==> config.mk <==
export PLATFORM = sky130hd
export DESIGN_NAME = button_debounce
export DESIGN_NICKNAME = d
export VERILOG_FILES = /design/src/rtl/button_pkg.sv /design/src/rtl/button_debounce_ch.sv /design/src/rtl/button_debounce.sv
export SDC_FILE = /design/constraint.sdc
export NUM_CORES = 1
export LEC_CHECK = 0
export BUFFER_PORTS_ARGS = -buffer_cell sky130_fd_sc_hd__buf_2
export CAP_MARGIN = 20
export CORE_UTILIZATION = 61
export DETAILED_ROUTE_END_ITERATION = 8
export PLACE_DENSITY = 0.79
export SYNTH_ARGS = -nofsm -noshare
export SYNTH_HDL_FRONTEND = slang
export SYNTH_SLANG_ARGS = --single-unit
==> constraint.sdc <==
create_clock -name clk -period 2.75 [get_ports clk]
set_input_delay 0.4125 -clock clk [delete_from_list [all_inputs] [get_ports clk]]
set_output_delay 0.4125 -clock clk [all_outputs]
set_load 0.1 [all_outputs]
==> src/rtl/button_pkg.sv <==
// button_pkg: shared LED mode constants and counter sizing for the button debouncer
package button_pkg;

    localparam int LED_FOLLOW = 0;
    localparam int LED_TOGGLE = 1;

    // width of the stability counter; DEBOUNCE_CYCLES >= 2 keeps this at least 1
    function automatic int cnt_width(input int cycles);
        return $clog2(cycles);
    endfunction

endpackage

==> src/rtl/button_debounce_ch.sv <==
// button_debounce_ch: one channel - synchroniser, stability counter, strobes and LED drive
module button_debounce_ch
    import button_pkg::*;
#(
    parameter int SYNC_STAGES     = 2,
    parameter int DEBOUNCE_CYCLES = 250000,
    parameter int ACTIVE_LOW      = 0,
    parameter int LED_MODE        = LED_FOLLOW,
    parameter int CNT_W           = cnt_width(DEBOUNCE_CYCLES)
) (
    input  logic clk,
    input  logic rst_n,
    input  logic button,
    output logic state,
    output logic pressed,
    output logic released,
    output logic led
);

    localparam logic             IDLE     = (ACTIVE_LOW != 0);
    localparam logic [CNT_W-1:0] CNT_LAST = CNT_W'(DEBOUNCE_CYCLES - 1);

    (* ASYNC_REG = "TRUE" *) logic [SYNC_STAGES-1:0] sync;
    logic [CNT_W-1:0] cnt, cnt_nxt;
    logic             s, accept;

    // synchroniser chain resets to the idle pad level so reset release never looks like an edge
    always_ff @(posedge clk or negedge rst_n)
        if (!rst_n) sync <= {SYNC_STAGES{IDLE}};
        else        sync <= {sync[SYNC_STAGES-2:0], button};

    assign s = sync[SYNC_STAGES-1] ^ IDLE;

    // accept a change once the sample has differed from state for DEBOUNCE_CYCLES cycles in a row
    always_comb begin
        accept  = (s != state) && (cnt == CNT_LAST);
        cnt_nxt = (s == state || accept) ? '0 : cnt + 1'b1;
    end

    // debounced level, strobes and LED drive all update on the accepting edge
    always_ff @(posedge clk or negedge rst_n)
        if (!rst_n) begin
            cnt      <= '0;
            state    <= 1'b0;
            pressed  <= 1'b0;
            released <= 1'b0;
            led      <= 1'b0;
        end else begin
            cnt      <= cnt_nxt;
            state    <= accept ? s : state;
            pressed  <= accept && s;
            released <= accept && !s;
            led      <= (LED_MODE == LED_TOGGLE) ? led ^ (accept && s) : (accept ? s : state);
        end

endmodule

==> src/rtl/button_debounce.sv <==
// button_debounce: N independent push-button channels, each synchronised and debounced
module button_debounce
    import button_pkg::*;
#(
    parameter int N_BUTTONS       = 4,
    parameter int SYNC_STAGES     = 2,
    parameter int DEBOUNCE_CYCLES = 250000,
    parameter int ACTIVE_LOW      = 0,
    parameter int LED_MODE        = LED_FOLLOW
) (
    input  logic                 clk,
    input  logic                 rst_n,
    input  logic [N_BUTTONS-1:0] button,
    output logic [N_BUTTONS-1:0] state,
    output logic [N_BUTTONS-1:0] pressed,
    output logic [N_BUTTONS-1:0] released,
    output logic [N_BUTTONS-1:0] led
);

    localparam int CNT_W = cnt_width(DEBOUNCE_CYCLES);

    genvar i;
    generate
        for (i = 0; i < N_BUTTONS; i++) begin : g_ch
            button_debounce_ch #(
                .SYNC_STAGES    (SYNC_STAGES),
                .DEBOUNCE_CYCLES(DEBOUNCE_CYCLES),
                .ACTIVE_LOW     (ACTIVE_LOW),
                .LED_MODE       (LED_MODE),
                .CNT_W          (CNT_W)
            ) u_ch (
                .clk     (clk),
                .rst_n   (rst_n),
                .button  (button[i]),
                .state   (state[i]),
                .pressed (pressed[i]),
                .released(released[i]),
                .led     (led[i])
            );
        end
    endgenerate

endmodule

==> results.py <==
metrics = {
    "critical_path": {
        "path_cells": "or4b_1 -> or4_1 -> o21ai_2 -> buf_4 -> nor2_1",
        "worstPathArrival_ns": 2.47,
        "end_kind": "flip-flop",
        "timing.rr.start": "g_ch[1].u_ch.cnt[13]",
        "path_class": "reg2reg",
        "worst_ep_required_time_ns": 2.98,
        "worst-path-max-fanout": 10,
        "slowest_delay_ns": 0.53,
        "startpoint_type": "flip-flop",
        "slowest_stage": "sky130_fd_sc_hd__or4_1",
        "crit_path_start": "g_ch[1].u_ch.cnt[13]",
    },
    "floorplanning": {
        "vertical_extent_of_the_die_um": 86.8,
        "dieWidth_um": 86.8,
        "die_area_sq_um": 7540,
        "std_cell_rows": 30,
        "core_sq_um": 6870,
        "io-pin-count": 22,
        "start_util_pct": 63.9,
    },
    "synth": {
        "yosysWarnings": 0,
        "synthAdderAreaFrac_pct": 1.14,
        "synth_cells": 426,
        "synthXorXnorAreaFrac_pct": 11.8,
        "combinational_family_with_the_most_area_after_synthesis": "simple AND/OR/NAND/NOR gates",
        "synth_area_sq_um": 4390,
        "synth_area_in_simple_gates_pct": 26.3,
        "synth_compound_area_share_pct": 2.74,
        "async_reset_ff_share_pct": 100,
        "mux_cell_area_share_after_synthesis_pct": 1.34,
        "yosysUniqueCellTypes": 38,
        "number_of_enable_type_register_cells_in_the_synthesized_netlist": 0,
        "synth_fp_nets": 436,
        "synth.avg_cell_area_sq_um": 10.3,
        "synth_sequential_area_ratio_pct": 52.5,
        "synth_seq_cells": 92,
        "yosys_most_used_dff": "sky130_fd_sc_hd__dfrtp_1",
    },
    "clocking": {
        "cts_tree": "done",
        "clk_latency_worst_skew_pair_ns": 0.35,
        "postCtsResizedCells": 0,
        "inserted_clock_buffers": 9,
        "clk_root_buffer_cell": "sky130_fd_sc_hd__clkbuf_8",
        "clk_path_buf_depth": 2,
        "clk_pin_slew_ns": 0.09,
        "cts.sinks": 92,
        "hold_buffers": 0,
        "htree_levels": 3,
        "post-cts-setup-buffers": 0,
    },
    "power": {
        "power.density_nw_per_um2": 566,
        "leakage_nw": 2.00,
        "irDropWorstVdd_uv": 310,
    },
    "global_routing": {
        "vias_in_the_first_global_route": 3090,
        "first_pass_grt_wire_length_um": 14000,
        "grt_overflow_total": 0,
        "grtUsageTotal_pct": 23.7,
        "antenna_found_initial": 0,
        "largest_net_degree_at_the_start_of_global_routing": 49,
    },
    "place": {
        "dp_cells": 524,
        "io_buffers": 21,
        "globalplace.congestion": 0.837,
        "dpl.hpwl_um": 5280,
    },
    "sta": {
        "slew_viol_final": 0,
        "min_period_ns": 2.23,
        "timing.final.setup_violations": 0,
        "slew_headroom_pct": 56.7,
        "worst_clock_skew_ns": 0.00823,
        "setup_total_negative_slack_ns": 0,
        "timing_worst_slew_pin_value_ns": 0.645,
        "rsz0062_at_grt": "no",
        "fmaxAchievable_mhz": 448,
        "finalHoldViolations": 0,
        "fin_crit_sh_pct": 81.2,
    },
    "run_status": {
        "result_of_the_run": "finished clean",
    },
    "final_layout": {
        "fin_cells": 540,
        "most_common_library_cell_in_the_layout_ignoring_fill_and_taps": "sky130_fd_sc_hd__dfrtp_1",
        "layout_common_cells": "sky130_fd_sc_hd__dfrtp_1, sky130_fd_sc_hd__nor2_1, sky130_fd_sc_hd__xnor2_1",
        "fillerInstances": 512,
        "multi_input_comb_area_sq_um": 1900,
        "final_layout_size_suffix_gt1_share_pct": 12.2,
        "seqCellArea_sq_um": 2300,
        "design.final.nets": 449,
        "syn2layout_area_growth_pct": 9.24,
        "insertedDiodeCount": 0,
    },
    "routing": {
        "num_vias": 3109,
        "drt_wl_total_um": 7940,
        "tritonroute_pass_1_iters": 4,
        "ant_nets": 0,
        "detail_route.drc_violations": 0,
        "detail_route.wl_per_cell_um": 14.7,
        "avgViaCountPerCell": 5.76,
        "drt_first_iter_violations": 125,
    },
    "worst_hold_path": {
        "timing.hold.worst.class": "in2async",
    },
    "job": {
        "drv.max_cap_violation_count": 0,
    },
}
critical path, delay by kind of cell (launching register included):
kind	cells	cell delay, ns
flip-flops	1	0.43
AO/OA/AOI/OAI	1	0.34
buffers and inverters	1	0.24
AND/OR/NAND/NOR	3	1.12
stage by stage:
step / power [W] / area, sq um / setup WS (ns) / util, % / hold WS [ns]
2_1_floorplan: 0.00145 / 4390 / 0.668 / - / 0.117
3_3_place_gp: 0.00150 / 4510 / 0.609 / 65.6 / 0.335
3_5_place_dp: 0.00150 / 4510 / 0.549 / 65.6 / 0.339
4_1_cts: 0.00275 / 4790 / 0.535 / 69.8 / 0.0600
5_1_grt: 0.00282 / 4790 / 0.425 / 69.8 / 0.0843
6_report: 0.00271 / 4790 / 0.516 / 69.8 / 0.0582
routing by layer:
layer / global-route usage (%) / part of all wire (%) / vias to the layer above
met5: 0 / 0 / -
met4: 5.61 / 0.43 / 0
met3: 6.67 / 3.7 / 6
met2: 38.8 / 49 / 71
met1: 31.3 / 47 / 1519
li1: - / - / 1513
kinds of logic after synthesis:
logic type,after synthesis
AO/OA/AOI/OAI,21
XOR/XNOR,59
adder cells (fa/ha/maj),4
buffers and inverters,31
flip-flops,92
multiplexers,5
AND/OR/NAND/NOR,214
registers in the layout (all words and copies together), names as in the netlist:
register            flops
g_ch.u_ch.cnt          72
g_ch.u_ch.led           3
g_ch.u_ch.pressed       4
g_ch.u_ch.released      4
g_ch.u_ch.state         1
g_ch.u_ch.sync          8
Yosys cell counts, types with 3 or more instances:
library cell	n	area, sq um
sky130_fd_sc_hd__dfrtp_1	92	2300
sky130_fd_sc_hd__nor2_1	65	244
sky130_fd_sc_hd__xnor2_1	41	359
sky130_fd_sc_hd__nand4_1	25	156
sky130_fd_sc_hd__nand3_1	22	110
sky130_fd_sc_hd__nand2_1	20	75.1
sky130_fd_sc_hd__nor4_1	20	125
sky130_fd_sc_hd__buf_4	18	135
sky130_fd_sc_hd__xor2_1	18	158
sky130_fd_sc_hd__nor3_1	13	65.1
sky130_fd_sc_hd__nor3b_1	10	75.1
sky130_fd_sc_hd__and3_1	9	56.3
sky130_fd_sc_hd__a21oi_1	8	40.0
sky130_fd_sc_hd__inv_1	7	26.3
sky130_fd_sc_hd__or4_1	7	52.6
sky130_fd_sc_hd__o21ai_0	6	30.0
sky130_fd_sc_hd__clkbuf_1	5	18.8
sky130_fd_sc_hd__or3_1	5	31.3
sky130_fd_sc_hd__ha_1	4	50.1
sky130_fd_sc_hd__and4_1	3	26.3
sky130_fd_sc_hd__mux2_2	3	33.8
sky130_fd_sc_hd__nand4b_1	3	26.3
sky130_fd_sc_hd__o31ai_1	3	22.5
power by group:
part,switching (W),internal (W)
Combinational,0.0000542,0.0000261
Sequential,0.0000207,0.00137
Clock,0.000457,0.000785
worst paths after layout:
kind	end	slack [ns]	cells after the start
worst max register to register	g_ch[1].u_ch.cnt[4]	0.52	5
max in group asynchronous	g_ch[1].u_ch.cnt[7]	2.05	2
worst max-delay path	g_ch[1].u_ch.cnt[4]	0.52	5
worst min register to register	g_ch[3].u_ch.sync[1]	0.35	0
worst min-delay path	g_ch[2].u_ch.pressed	0.06	1
min in group clk	g_ch[2].u_ch.sync[0]	0.17	1
area by class of cell:
type / count / area share, %
multi-input combinational: 303 / 39.7
tap: 96 / 2.51
clock inverter: 7 / 3.39
timing repair buffer: 26 / 3.29
inverter: 7 / 0.548
sequential: 92 / 48.0
clock buffer: 9 / 2.58
Power figures use the tool's default switching activity.
